===== config.mk =====
export PLATFORM = sky130hd
export DESIGN_NAME = serial_subtractor
export DESIGN_NICKNAME = d
export VERILOG_FILES = /design/src/rtl/serial_sub_pkg.sv /design/src/rtl/full_subtractor.sv /design/src/rtl/serial_subtractor.sv
export SDC_FILE = /design/constraint.sdc
export NUM_CORES = 1
export LEC_CHECK = 0
export CORE_MARGIN = 2
export CORE_UTILIZATION = 54
export DETAILED_ROUTE_END_ITERATION = 12
export GPL_TIMING_DRIVEN = 1
export PLACE_DENSITY_LB_ADDON = 0.12
export SKIP_CTS_REPAIR_TIMING = 1
export SLEW_MARGIN = 0
export SYNTH_ARGS = -nofsm -noshare
export SYNTH_HDL_FRONTEND = slang
export SYNTH_HIERARCHICAL = 1
export SYNTH_SLANG_ARGS = --single-unit

===== constraint.sdc =====
create_clock -name clk -period 2.3 [get_ports clk]
set_clock_uncertainty 0.15 [all_clocks]
set_input_delay 0.345 -clock clk [delete_from_list [all_inputs] [get_ports clk]]
set_output_delay 0.345 -clock clk [all_outputs]
set_load 0.01 [all_outputs]

===== src/rtl/serial_sub_pkg.sv =====
// Shared definitions for the bit-serial subtractor: FSM state encoding.
package serial_sub_pkg;

  typedef enum logic [1:0] {
    ST_IDLE    = 2'd0,
    ST_SHIFT   = 2'd1,
    ST_DONE    = 2'd2,
    ST_ILLEGAL = 2'd3
  } state_t;

endpackage


===== src/rtl/full_subtractor.sv =====
// One-bit full subtractor: d = a - b - bin, with borrow-out. Purely combinational.
module full_subtractor (
  input  logic a,
  input  logic b,
  input  logic bin,
  output logic d,
  output logic bout
);

  assign d    = a ^ b ^ bin;
  assign bout = (~a & b) | (~(a ^ b) & bin);

endmodule


===== src/rtl/serial_subtractor.sv =====
// Bit-serial subtractor {bout,d} = a - b - bin, LSB first, WIDTH+1 cycles start-to-done.
// Optional SERIAL_SUB_OVF_EN adds a signed-overflow output ovf, valid with done.
module serial_subtractor
  import serial_sub_pkg::*;
#(
  parameter int WIDTH = 4
) (
  input  logic             clk,
  input  logic             rst,
  input  logic             start,
  input  logic [WIDTH-1:0] a,
  input  logic [WIDTH-1:0] b,
  input  logic             bin,
  output logic             busy,
  output logic             done,
  output logic [WIDTH-1:0] d,
  output logic             bout
`ifdef SERIAL_SUB_OVF_EN
  ,
  output logic             ovf
`endif
);

  localparam int CW = $clog2(WIDTH) + 1;
  localparam logic [CW-1:0] LAST = CW'(WIDTH - 1);

  state_t           state;
  logic [CW-1:0]    cnt;
  logic [WIDTH-1:0] a_sr;
  logic [WIDTH-1:0] b_sr;
  logic [WIDTH-1:0] res;
  logic             br;
  logic             fs_d;
  logic             fs_bout;

  full_subtractor u_fs (
    .a    (a_sr[0]),
    .b    (b_sr[0]),
    .bin  (br),
    .d    (fs_d),
    .bout (fs_bout)
  );

  // Operands rotate rather than shift, so after WIDTH steps they are back in
  // their original order and the MSBs are available for the overflow term.
  always_ff @(posedge clk or posedge rst) begin
    if (rst) begin
      state <= ST_IDLE;
      busy  <= 1'b0;
      done  <= 1'b0;
      d     <= '0;
      bout  <= 1'b0;
      cnt   <= '0;
      br    <= 1'b0;
      a_sr  <= '0;
      b_sr  <= '0;
      res   <= '0;
`ifdef SERIAL_SUB_OVF_EN
      ovf   <= 1'b0;
`endif
    end else begin
      done <= 1'b0;
      case (state)
        ST_IDLE: begin
          if (start) begin
            a_sr  <= a;
            b_sr  <= b;
            br    <= bin;
            cnt   <= '0;
            busy  <= 1'b1;
            state <= ST_SHIFT;
          end
        end
        ST_SHIFT: begin
          a_sr <= {a_sr[0], a_sr[WIDTH-1:1]};
          b_sr <= {b_sr[0], b_sr[WIDTH-1:1]};
          res  <= {fs_d, res[WIDTH-1:1]};
          br   <= fs_bout;
          cnt  <= cnt + 1'b1;
          if (cnt == LAST) begin
            state <= ST_DONE;
          end
        end
        ST_DONE: begin
          d     <= res;
          bout  <= br;
          done  <= 1'b1;
          busy  <= 1'b0;
          state <= ST_IDLE;
`ifdef SERIAL_SUB_OVF_EN
          ovf   <= (a_sr[WIDTH-1] ^ b_sr[WIDTH-1]) & (res[WIDTH-1] ^ a_sr[WIDTH-1]);
`endif
        end
        default: begin
          busy  <= 1'b0;
          state <= ST_IDLE;
        end
      endcase
    end
  end

endmodule

==> results.tsv <==
stage	metric	value	unit
run_status	run_status	finished clean	
floorplan	rows	16	
detailed_routing	via_count	788	
hold_path	min-delay-path-class	in2async	
detailed_routing	via_per_inst	5.79	
grt	grtUsageMet3	1.84	%
place	dpl.cell_count	132	
yosys	ys_ff_latch	25	
clock_tree	cts_tree	done	
yosys	syn_area_per_cell	11.8	sq um
yosys	synth.top_cells.by_count	25 x dfrtp_1, 17 x o22ai_1, 9 x a21oi_1, 9 x mux2_2, 8 x inv_1	
setup_path	crit_chain	nand2b_1 -> mux2_2	
detailed_routing	drc	0	
yosys	synthCells	92	
setup_path	reg2reg_slack	560	ps
detailed_routing	wl	1.96	mm
yosys	synth.area.top_cells	dfrtp_1 58%, o22ai_1 9.8%, mux2_2 9.3%	
sta	fmax	575	MHz
setup_path	start_kind	flip-flop	
yosys	synth_area_leader_cell	dfrtp_1	
place	dp_hpwl	1.41	mm
detailed_routing	detail_route.wl_per_cell	14.4	microns
sta	setup_viol	0	
setup_path	crit_fanout	15	
clock_tree	clock_sinks	25	
yosys	synth-async-reset-ratio	100	%
pwr	ir_drop	0.000733	V
clock_tree	path_clk_slew	130	ps
clock_tree	cts_buffers	3	
sta	rsz0062_at_grt	false	
cells_and_area	nFillCells	159	
cells_and_area	drive_gt1_share	12.8	%
pwr	power_density	1290	nW/um^2
setup_path	timing.rr.start	state[1]	
floorplan	start_util	56.5	%
yosys	synthFlopType	dfrtp_1	
cells_and_area	num_antenna_cells	0	
clock_tree	root_buffer	clkbuf_4	
cells_and_area	layoutNonFillerInstCount	136	
cells_and_area	nets	125	
setup_path	cp.required	2360	ps
floorplan	die_area	2390	sq um
grt	track_usage	19.6	%
sta	slew_violations	0	
sta	slew-limit-headroom	59.6	%
yosys	syn_area	1090	sq um
cells_and_area	syn2layout_area_growth	18.8	%
setup_path	cpPeakStageDelay	540	ps
place	place.gp.congestion	0.710	
yosys	synth.distinct_cells	23	
grt	grtUsageMet2	32.4	%
floorplan	die_w	48.8	microns
setup_path	reg2regPathDepth	2	
grt	grt_pass1_wl	3.51	mm
grt	use_met1	25.0	%
sta	finalHoldViolCount	0	
detailed_routing	ant_nets	0	
detailed_routing	drt_pass1_iterations	4	
setup_path	worstPathArrival	1800	ps
run	max_cap_violations	0	
pwr	leakage	0.553	nW
grt	grt_remaining_overflow	0	
clock_tree	cts_htree_levels	1	
detailed_routing	drtIter0Drc	18	
grt	antenna_found_initial	0	
cells_and_area	fin_util	67.1	%
yosys	yosysWarnings	6	
yosys	syn-num-nets	107	
floorplan	fp.dieH	48.8	microns
setup_path	r2r-end	res[3]	
sta	worstMarginPinSlew	606	ps
sta	post-route-period-util	75.7	%
setup_path	crit_path_top_delay_cell	nand2b_1	
sta	min_period	1740	ps
setup_path	cp-end-kind	flip-flop	
place	portBuffers	18	
floorplan	num_io_pins	19	
sta	fin_setup_tns	0	ps
yosys	synth_top_area_share	57.6	%
grt	busiest_layer	met2	
sta	holdWs	224	ps
floorplan	core_area	1920	sq um
clock_tree	clockBufferDepth	2	
clock_tree	clock_latency	310	ps
yosys	ys_seq_area_share	57.6	%
yosys	synth_most_common_cell	dfrtp_1	
setup_path	critPathKind	reg2reg	
yosys	synth_edf_count	0	
grt	grt_max_degree	26	
grt	first_global_vias	792	
[power breakdown]
group | internal, W | switching, W
Sequential | 0.000640 | 0.000145
Combinational | 0.000369 | 0.000313
Clock | 0.0000679 | 0.000124
[cell families after synthesis]
| logic type | after synthesis | synth area share (%) |
|---|---|---|
| adders and majority gates | 3 | 4.15 |
| AOI/OAI and AO/OA | 31 | 17.4 |
| DFF | 25 | 57.6 |
| muxes | 9 | 9.33 |
| buffers and inverters | 15 | 7.14 |
| and+or+nand+nor | 9 | 4.38 |
[stage by stage]
step	setup slack [ps]	power, W	instance area (sq um)
floorplan	915	0.00128	1090
CTS	561	0.00168	1290
global placement	383	0.00144	1260
finish	560	0.00166	1290
global route	482	0.00180	1290
detailed placement	375	0.00149	1260
[final cells by class]
type / instances / area (sq um) / area share [%]
tap: 27 / 33.8 / 2.62
sequential: 25 / 626 / 48.5
multi-input combinational: 52 / 383 / 29.7
inverter: 9 / 33.8 / 2.62
timing repair buffer: 19 / 188 / 14.5
clock buffer: 4 / 26.3 / 2.04
[per-layer routing]
metal | vias to the layer above | share of wire (%)
met2 | 23 | 50
met1 | 393 | 42
li1 | 365 | -
met3 | 7 | 4.1
met5 | - | 0
met4 | 0 | 3.5
[registers in the layout, indices dropped and copies added (netlist names)]
| signal | cells |
|---|---|
| cnt | 3 |
| bout | 1 |
| br | 1 |
| state | 2 |
| a_sr | 4 |
| res | 4 |
| busy | 1 |
| done | 1 |
| d | 4 |
| b_sr | 4 |
[worst max-delay path: cells and delay by family, from the launching register on]
kind	cells	cell delay (ps)
flops	1	530
mux	1	410
simple gates	1	540
[how the worst max path moves through the flow]
| stage | start | end | slack (ps) |
|---|---|---|---|
| 2_1_floorplan | a_sr[0] | res[3] | 920 |
| 3_3_place_gp | start | br | 380 |
| 3_5_place_dp | start | br | 370 |
| 4_1_cts | state[1] | res[3] | 560 |
| 5_1_grt | state[1] | res[3] | 480 |
| 6_report | state[1] | res[3] | 560 |
[layout by cell type, fill, tap and decap left out, drive strengths merged, types with 2 or more instances in the layout]
master	count
a21oi	9
dfrtp	25
mux2	9
clkbuf	4
nor2	4
inv	8
ha	2
nand2b	2
clkdlybuf4s50	18
o21ai	2
o22ai	17
Note: power is estimated with default switching activity, not from simulation.
